--- config.mk ---
export PLATFORM = sky130hd
export DESIGN_NAME = jtag_dr_bank
export DESIGN_NICKNAME = d
export VERILOG_FILES = /design/src/rtl/jtag_pkg.sv /design/src/rtl/jtag_tdo_retime.sv /design/src/rtl/jtag_dr_bank.sv
export SDC_FILE = /design/constraint.sdc
export NUM_CORES = 1
export LEC_CHECK = 0
export ABC_CLOCK_PERIOD_IN_PS = 1300
export CAP_MARGIN = 20
export CORE_ASPECT_RATIO = 1.75
export CORE_MARGIN = 3
export CORE_UTILIZATION = 30
export DETAILED_ROUTE_END_ITERATION = 8
export GPL_TIMING_DRIVEN = 0
export PLACE_DENSITY_LB_ADDON = 0.1
export SETUP_SLACK_MARGIN = 0.02
export SYNTH_ARGS = -nofsm -noshare
export SYNTH_HDL_FRONTEND = slang
export SYNTH_SLANG_ARGS = --single-unit
--- constraint.sdc ---
create_clock -name tck -period 1.3 [get_ports tck]
set_input_delay 0.325 -clock tck [delete_from_list [all_inputs] [get_ports tck]]
set_output_delay 0.325 -clock tck [all_outputs]
set_load 0.05 [all_outputs]
--- src/rtl/jtag_pkg.sv ---
// Shared types for the JTAG data-register bank: TAP states, decoded
// instructions, bank error status and the internal register-select encoding.
package jtag_pkg;

  localparam int DR_BANK_MAX_W = 128;

  typedef enum logic [3:0] {
    TEST_LOGIC_RESET,
    RUN_TEST_IDLE,
    SELECT_DR_SCAN,
    CAPTURE_DR,
    SHIFT_DR,
    EXIT1_DR,
    PAUSE_DR,
    EXIT2_DR,
    UPDATE_DR,
    SELECT_IR_SCAN,
    CAPTURE_IR,
    SHIFT_IR,
    EXIT1_IR,
    PAUSE_IR,
    EXIT2_IR,
    UPDATE_IR
  } tap_ctrl_fsm_t;

  typedef enum logic [1:0] {
    BYPASS,
    IDCODE,
    USER_DR,
    SAMPLE_PRELOAD
  } ir_decoding_t;

  typedef struct packed {
    logic len_err;
    logic ovr_err;
  } s_dr_bank_err_t;

  typedef enum logic [1:0] {
    SEL_BYPASS,
    SEL_IDCODE,
    SEL_USER
  } dr_sel_t;

endpackage

--- src/rtl/jtag_tdo_retime.sv ---
// Falling-edge retiming of the serial output and its drive enable.
module jtag_tdo_retime (
  input  logic tck,
  input  logic trstn,
  input  logic shift_en,
  input  logic sdo,
  output logic tdo,
  output logic tdo_en
);

  always_ff @(negedge tck or negedge trstn) begin
    if (!trstn) begin
      tdo    <= 1'b0;
      tdo_en <= 1'b0;
    end else begin
      tdo_en <= shift_en;
      tdo    <= shift_en & sdo;
    end
  end

endmodule

--- src/rtl/jtag_dr_bank.sv ---
// JTAG data-register bank: BYPASS, IDCODE and user DRs sharing one shift register.
// Optional shift-length checking is enabled by defining JTAG_DR_LEN_CHECK_EN.
module jtag_dr_bank
  import jtag_pkg::*;
#(
  parameter logic [31:0] IDCODE_VAL  = 32'hBADC0FFE,
  parameter int          NUM_USER_DR = 4,
  parameter int          DR_WIDTH    = 40,
  parameter int          IDX_W       = (NUM_USER_DR > 1) ? $clog2(NUM_USER_DR) : 1
) (
  input  logic                            tck,
  input  logic                            trstn,
  input  logic                            tdi,
  output logic                            tdo,
  output logic                            tdo_en,
  input  tap_ctrl_fsm_t                   tap_state,
  input  ir_decoding_t                    ir_dec,
  input  logic [IDX_W-1:0]                user_idx,
  input  logic [NUM_USER_DR*DR_WIDTH-1:0] dr_cap_data,
  input  logic [NUM_USER_DR-1:0]          dr_busy,
  output logic                            dr_upd_valid,
  output logic [IDX_W-1:0]                dr_upd_idx,
  output logic [DR_WIDTH-1:0]             dr_upd_data,
  output logic                            len_err,
  output logic                            ovr_err
);

  localparam int SR_W = (DR_WIDTH > 32) ? DR_WIDTH : 32;
  localparam logic [IDX_W:0] NUM_U = (IDX_W+1)'(NUM_USER_DR);

  logic [SR_W-1:0]     sr;
  logic [SR_W-1:0]     sr_shift;
  logic [SR_W-1:0]     cap_val;
  logic [DR_WIDTH-1:0] cap_sel;
  logic                busy_sel;
  logic                len_ok;
  dr_sel_t             sel;
  s_dr_bank_err_t      err;

  always_comb begin
    cap_sel  = '0;
    busy_sel = 1'b0;
    for (int i = 0; i < NUM_USER_DR; i++) begin
      if (user_idx == IDX_W'(i)) begin
        cap_sel  = dr_cap_data[i*DR_WIDTH +: DR_WIDTH];
        busy_sel = dr_busy[i];
      end
    end
  end

  // Out-of-range user indices and unknown instructions fall back to BYPASS.
  always_comb begin
    sel = SEL_BYPASS;
    if (ir_dec == IDCODE) begin
      sel = SEL_IDCODE;
    end else if (ir_dec == USER_DR && {1'b0, user_idx} < NUM_U) begin
      sel = SEL_USER;
    end
  end

  always_comb begin
    cap_val  = '0;
    sr_shift = sr;
    case (sel)
      SEL_IDCODE: begin
        cap_val[31:0]  = IDCODE_VAL;
        sr_shift[31:0] = {tdi, sr[31:1]};
      end
      SEL_USER: begin
        cap_val[DR_WIDTH-1:0]  = cap_sel;
        sr_shift[DR_WIDTH-1:0] = {tdi, sr[DR_WIDTH-1:1]};
      end
      default: sr_shift[0] = tdi;
    endcase
  end

`ifdef JTAG_DR_LEN_CHECK_EN
  localparam int CNT_W = $clog2(DR_WIDTH + 2);
  localparam logic [CNT_W-1:0] CNT_LEN = CNT_W'(DR_WIDTH);
  localparam logic [CNT_W-1:0] CNT_MAX = CNT_W'(DR_WIDTH + 1);

  logic [CNT_W-1:0] cnt;

  // Saturating at DR_WIDTH+1 keeps over-long shifts distinguishable from exact ones.
  always_ff @(posedge tck or negedge trstn) begin
    if (!trstn) begin
      cnt <= '0;
    end else begin
      case (tap_state)
        TEST_LOGIC_RESET, CAPTURE_DR: cnt <= '0;
        SHIFT_DR: if (cnt != CNT_MAX) cnt <= cnt + 1'b1;
        default: ;
      endcase
    end
  end

  assign len_ok = (cnt == CNT_LEN);
`else
  assign len_ok = 1'b1;
`endif

  always_ff @(posedge tck or negedge trstn) begin
    if (!trstn) begin
      sr           <= '0;
      err          <= '0;
      dr_upd_valid <= 1'b0;
      dr_upd_idx   <= '0;
      dr_upd_data  <= '0;
    end else begin
      dr_upd_valid <= 1'b0;
      case (tap_state)
        TEST_LOGIC_RESET: begin
          sr  <= '0;
          err <= '0;
        end
        CAPTURE_DR: sr <= cap_val;
        SHIFT_DR:   sr <= sr_shift;
        UPDATE_DR: begin
          if (sel == SEL_USER) begin
            if (!len_ok) begin
              err.len_err <= 1'b1;
            end else if (busy_sel) begin
              err.ovr_err <= 1'b1;
            end else begin
              dr_upd_valid <= 1'b1;
              dr_upd_idx   <= user_idx;
              dr_upd_data  <= sr[DR_WIDTH-1:0];
            end
          end
        end
        default: ;
      endcase
    end
  end

  assign len_err = err.len_err;
  assign ovr_err = err.ovr_err;

  jtag_tdo_retime u_tdo_retime (
    .tck      (tck),
    .trstn    (trstn),
    .shift_en (tap_state == SHIFT_DR),
    .sdo      (sr[0]),
    .tdo      (tdo),
    .tdo_en   (tdo_en)
  );

endmodule

==> flow_metrics.env, run 1 <==
export IMPL_root_buffer="clkbuf_16"
export IMPL_syn_inst=421
export IMPL_routed_wl_met3_um=711
export IMPL_crit_chain="buf_6"
export IMPL_drcViolationCount=0
export IMPL_dpl_worst_slack_ns=-1.553
export IMPL_place_hpwl_um=14280
export IMPL_path_class="register to primary output"
export IMPL_clkTransAtPathRegs_ns=0.06
export IMPL_clkLatencyLatePin_ns=0.34
export IMPL_cp_required_ns=0.98
export IMPL_drt_met1_wl_um=7039
export IMPL_setup_worst_path_end_class="primary output"
export IMPL_cts_tree="done"
export IMPL_synth_edf_count=0
export IMPL_synth_fp_nets=598
export IMPL_grt_start_max_net_pins=46
export IMPL_setup_ws_ns=-0.5708
export IMPL_ys_warn_count=0
export IMPL_worst_slew_pin_slew_ns=0.5713
export IMPL_die_y_um=176.5
export IMPL_synth_top_area_share_pct=42.17
export IMPL_slowest_delay_ns=0.40
export IMPL_cts_made_buffers=9
export IMPL_dr_pass1_iters=4
export IMPL_finalSetupViolCount=80
export IMPL_maxCapViolations=0
export IMPL_die_w_um=103.4
export IMPL_wl_per_cell_um=21.49
export IMPL_port_buffers=217
export IMPL_drt_vias_per_instance=5.125
export IMPL_dieArea_um2=18260
export IMPL_yosysUniqueCellTypes=40
export IMPL_crit_slowest_cell="dfrtn_1"
export IMPL_h_tree_depth=3
export IMPL_grt_pass1_wl_um=29730
export IMPL_wl_met2_um=11680
export IMPL_relSlewSlack_pct=61.92
export IMPL_antenna_found_initial=0
export IMPL_drt_total_wl_um=19970
export IMPL_synth_async_reset_ratio_pct=100.0
export IMPL_cp_num_buf_inv=1
export IMPL_grt_use_total_pct=21.77
export IMPL_skew_ns=0.004670
export IMPL_cts_buffer_depth=2
export IMPL_overflow=0
export IMPL_final_util_pct=58.46
export IMPL_cp_start_kind="register"
export IMPL_status="finished with violations"
export IMPL_gp_congestion=0.8418
export IMPL_synth_seq_cells=86
export IMPL_drt_iter0_drc=145
export IMPL_io_pins=222
export IMPL_drive_gt1_share_pct=45.56
export IMPL_holdWs_ns=-0.05374
export IMPL_critPathArrivalTime_ns=1.55
export IMPL_p_leak_uw=0.004035
export IMPL_cts_sinks=86
export IMPL_avgSynthCellArea_um2=11.84
export IMPL_p_per_area_nw_per_um2=1001
export IMPL_finalMaxSlewViolations=0
export IMPL_initial_core_util_pct=30.95
export IMPL_nets=881
export IMPL_fin_area_um2=9415
export IMPL_synth_area_leaders="dfrtp_1 (42%), mux2_4 (12%), mux4_2 (7.7%)"
export IMPL_violations="hold timing, setup timing"
export IMPL_yosys_area_top_type="dfrtp_1"
export IMPL_critPathMaxFanout=1
export IMPL_rows=61
export IMPL_num_vias=4761
export IMPL_coreArea_um2=16100
export IMPL_syn_cell_area_um2=4985
export IMPL_tns_ns=-16.56
export IMPL_ctsHoldBuffers=1
export IMPL_hold_path_class="primary input to async pin"
export IMPL_postPlaceCellArea_um2=7631
export IMPL_top_layer="met4"
export IMPL_rsz0062_at_grt="true"
export IMPL_grt_pass1_vias=5325
export IMPL_num_antenna_cells=0
export IMPL_syn2layout_area_growth_pct=88.88
export IMPL_finalHoldViolCount=29
export IMPL_peakVddDrop_mv=0.5707
export IMPL_path_delay_family="flip-flops"
export IMPL_synthFlopType="dfrtp_1"
export IMPL_yosysSeqAreaShare_pct=43.17
export IMPL_final_antenna_net_count=0
==> registers in the layout (all words and copies together) (netlist names) <==
register             count
u_tdo_retime.tdo         1
sr                      40
dr_upd_valid             1
dr_upd_data             40
ovr_err                  1
u_tdo_retime.tdo_en      1
dr_upd_idx               2
==> per-layer routing <==
layer  vias up  GRT usage (%)
met4         0          6.483
li1       2194              -
met3        26          2.847
met1      2414          24.82
met5         -              0
met2       127          40.76
==> area by class of cell <==
class	count	area, um^2
sequential	86	2152
clock buffer	12	256.5
fill	1360	6689
multi-input combinational	289	3224
buffer	40	496.7
inverter	4	27.53
clock inverter	4	55.05
timing repair buffer	274	2928
tap	220	275.3
==> final timing paths <==
| path | slack (ns) | cells past startpoint | end | from |
|---|---|---|---|---|
| setup / recovery | -0.57 | 1 | tdo | u_tdo_retime.tdo |
| hold / removal | -0.05 | 1 | dr_upd_data[0] | trstn |
| setup reg to reg | -0.04 | 1 | u_tdo_retime.tdo | sr[0] |
| hold reg to reg | 0.51 | 1 | dr_upd_data[7] | dr_upd_data[7] |
| max in group asynchronous | 0.47 | 1 | u_tdo_retime.tdo_en | trstn |
| min in group tck | 0.42 | 4 | ovr_err | tap_state[3] |
==> Yosys cell counts (2+ instances only) <==
library cell	count
dfrtp_1	84
mux2_4	39
nor2_1	39
a221oi_1	30
o21ai_0	30
clkbuf_1	26
a21oi_1	23
nand3b_1	22
mux2i_1	21
o22ai_1	20
mux4_2	17
nand2_1	10
a32oi_1	9
buf_2	6
mux2_2	5
buf_12	4
inv_1	4
buf_1	3
mux4_1	3
buf_4	2
dfrtn_1	2
ha_1	2
nand3_1	2
nor3_1	2
==> logic make-up after synthesis <==
family,share of synthesized area (%)
AO/OA/AOI/OAI,15.61
adder cells (fa/ha/maj),0.5019
buffers and inverters,5.221
flip-flops,43.17
multiplexers,26.36
other,0.07523
AND/OR/NAND/NOR,9.062
==> what timing repair did <==
item | 4_1_cts | 5_1_grt
resized for setup | 488 | 122
endpoints found under the setup margin | 132 | 105
buffers inserted | 32 | 13
cloned | 12 | 4
endpoints found under the hold margin | 10 | 29
pin swaps | 48 | 60
==> per-stage QoR <==
step,std cells,hold slack (ns),power [uW]
2_1_floorplan,421,0.02941,4974
5_1_grt,929,-0.02269,9831
6_report,929,-0.05374,9420
3_5_place_dp,859,0.3534,6311
4_1_cts,919,-0.04635,9263
3_3_place_gp,858,0.4974,6258
==> power by group <==
group	switching [uW]	total, uW	internal (uW)
Sequential	410	3480	3070
Clock	1050	2650	1600
Combinational	1620	3290	1670
==> cell usage in the layout (no fill, tap or decap), types with 4 or more instances in the layout <==
cell	n
a21oi_2	19
a221oi_2	17
a221oi_4	13
a32oi_1	9
buf_12	13
buf_16	6
buf_2	5
buf_4	50
buf_6	36
buf_8	17
clkbuf_16	16
clkbuf_2	9
clkbuf_4	6
clkbuf_8	4
clkdlybuf4s50_1	142
dfrtp_1	84
dlygate4sd2_1	8
dlymetal6s2s_1	11
mux2_4	42
mux2i_1	14
mux2i_2	4
mux4_2	20
nand2_1	8
nand3b_1	22
nor2_1	31
nor2_2	6
o21ai_1	18
o21ai_2	10
o22ai_1	20
Note: power is estimated with default switching activity, not from simulation.
==> run 2: changes to the inputs <==
--- a/config.mk
+++ b/config.mk
@@ -17,3 +17,4 @@
 export SYNTH_ARGS = -nofsm -noshare
 export SYNTH_HDL_FRONTEND = slang
 export SYNTH_SLANG_ARGS = --single-unit
+export TNS_END_PERCENT = 20
==> run 2 against run 1 <==
The run still ends with hold timing, setup timing left. Critical endpoint unchanged. Critical path depth unchanged. Worst hold slack better by 0.046 ns. Non-clock buffer count down 28.
==> flow_metrics.env, run 2 (synthesis gave the netlist of run 1 again) <==
export IMPL_maxCapViolations=0
export IMPL_p_leak_uw=0.003650
export IMPL_dpl_worst_slack_ns=-1.434
export IMPL_dieArea_um2=18260
export IMPL_grt_use_total_pct=19.88
export IMPL_antenna_found_initial=0
export IMPL_initial_core_util_pct=30.95
export IMPL_reg2reg_to="u_tdo_retime.tdo"
export IMPL_path_class="register to primary output"
export IMPL_setup_ws_ns=-0.5786
export IMPL_coreArea_um2=16100
export IMPL_cts_made_buffers=9
export IMPL_grt_pass1_vias=5068
export IMPL_relSlewSlack_pct=52.24
export IMPL_r2r_start="sr[0]"
export IMPL_crit_chain="buf_6"
export IMPL_drt_total_wl_um=18410
export IMPL_endpoint="tdo"
export IMPL_reg2reg_slack_ns=-0.05
export IMPL_final_antenna_net_count=0
export IMPL_h_tree_depth=3
export IMPL_die_y_um=176.5
export IMPL_gp_congestion=0.7997
export IMPL_tns_ns=-14.14
export IMPL_drive_gt1_share_pct=37.00
export IMPL_status="finished with violations"
export IMPL_rsz0062_at_grt="true"
export IMPL_finalSetupViolCount=85
export IMPL_cts_tree="done"
export IMPL_cp_num_buf_inv=1
export IMPL_cts_buffer_depth=2
export IMPL_slowest_delay_ns=0.40
export IMPL_finalHoldViolCount=2
export IMPL_num_antenna_cells=0
export IMPL_final_common_cell="clkdlybuf4s50_1"
export IMPL_rr_worst_depth=1
export IMPL_p_per_area_nw_per_um2=1060
export IMPL_cts_sinks=86
export IMPL_drt_vias_per_instance=5.061
export IMPL_finalMaxSlewViolations=0
export IMPL_nets=853
export IMPL_die_w_um=103.4
export IMPL_reg_top3="dr_upd_data x40, sr x40, dr_upd_idx x2"
export IMPL_startpoint="u_tdo_retime.tdo"
export IMPL_clkTransAtPathRegs_ns=0.07
export IMPL_peakVddDrop_mv=0.6761
export IMPL_critPathArrivalTime_ns=1.55
export IMPL_worst_slew_pin_slew_ns=0.7165
export IMPL_mostFrequentLayoutCells="clkdlybuf4s50_1 (161), dfrtp_1 (84), nor2_1 (39), mux2_4 (39), buf_4 (38)"
export IMPL_wl_per_cell_um=20.43
export IMPL_violations="hold timing, setup timing"
export IMPL_cp_start_kind="register"
export IMPL_drt_iter0_drc=138
export IMPL_grt_start_max_net_pins=64
export IMPL_path_delay_family="flip-flops"
export IMPL_cp_required_ns=0.98
export IMPL_critPathMaxFanout=1
export IMPL_worstSetupPathDepth=1
export IMPL_dr_pass1_iters=4
export IMPL_syn2layout_area_growth_pct=73.07
export IMPL_drcViolationCount=0
export IMPL_skew_ns=0.007160
export IMPL_rows=61
export IMPL_hold_path_class="primary input to async pin"
export IMPL_holdWs_ns=-0.007938
export IMPL_setup_worst_path_end_class="primary output"
export IMPL_place_hpwl_um=13820
export IMPL_grt_pass1_wl_um=27660
export IMPL_overflow=0
export IMPL_io_pins=222
export IMPL_port_buffers=217
export IMPL_num_vias=4560
export IMPL_crit_slowest_cell="dfrtn_1"
export IMPL_clkLatencyLatePin_ns=0.34
export IMPL_root_buffer="clkbuf_16"
## run 2: timing repair
| item | CTS | global route |
|---|---|---|
| gates resized for setup | 401 | 64 |
| hold buffers | 1 | 0 |
| buffers inserted | 11 | 6 |
| pin swaps | 22 | 4 |
| endpoints found under the setup margin | 132 | 112 |
| gates cloned | 4 | 4 |
| endpoints found under the hold margin | 23 | 0 |
## run 2: worst min path at each step
stage / slack (ns) / start / cells after the start / end
final: -0.008 / trstn / 2 / sr[30]
after global routing: 0.02 / trstn / 2 / sr[30]
after CTS: 0.007 / trstn / 2 / sr[30]
after detailed placement: 0.26 / trstn / 1 / dr_upd_data[37]
after global placement: 0.49 / dr_upd_idx[0] / 1 / dr_upd_idx[0]
after floorplan: 0.03 / trstn / 0 / dr_upd_data[0]
## run 2: through the flow
stage                     utilization (%)  total power (uW)  std cells  cell area (um^2)
after floorplan                         -              4922        421              5034
after global placement              46.45              6183        858              7481
after detailed placement            46.61              6228        859              7506
after CTS                           51.87              9123        890              8353
after global routing                53.57              9549        901              8627
final                               53.57              9141        901              8627
## run 2: per-layer routing
| metal | global-route usage [%] | vias to the layer above | part of all wire, % |
|---|---|---|---|
| li1 | - | 2136 | - |
| met1 | 22.07 | 2225 | 36 |
| met2 | 37.65 | 183 | 56 |
| met3 | 3.677 | 16 | 6.1 |
| met4 | 4.916 | 0 | 1.6 |
| met5 | 0 | - | 0 |
## run 2: where the power goes
part	internal, uW	switching [uW]
Combinational	1520	1500
Sequential	3070	367
Clock	1520	1170
Total	6110	3030
## run 2: final cells by class
cell class	count	area [um^2]
Tap cell	220	275.3
Timing Repair Buffer	245	2514
Fill cell	1455	7477
Clock inverter	7	81.33
Clock buffer	9	225.2
Multi-Input combinational cell	289	2913
Buffer	41	449.2
Sequential cell	86	2152
Inverter	4	17.52
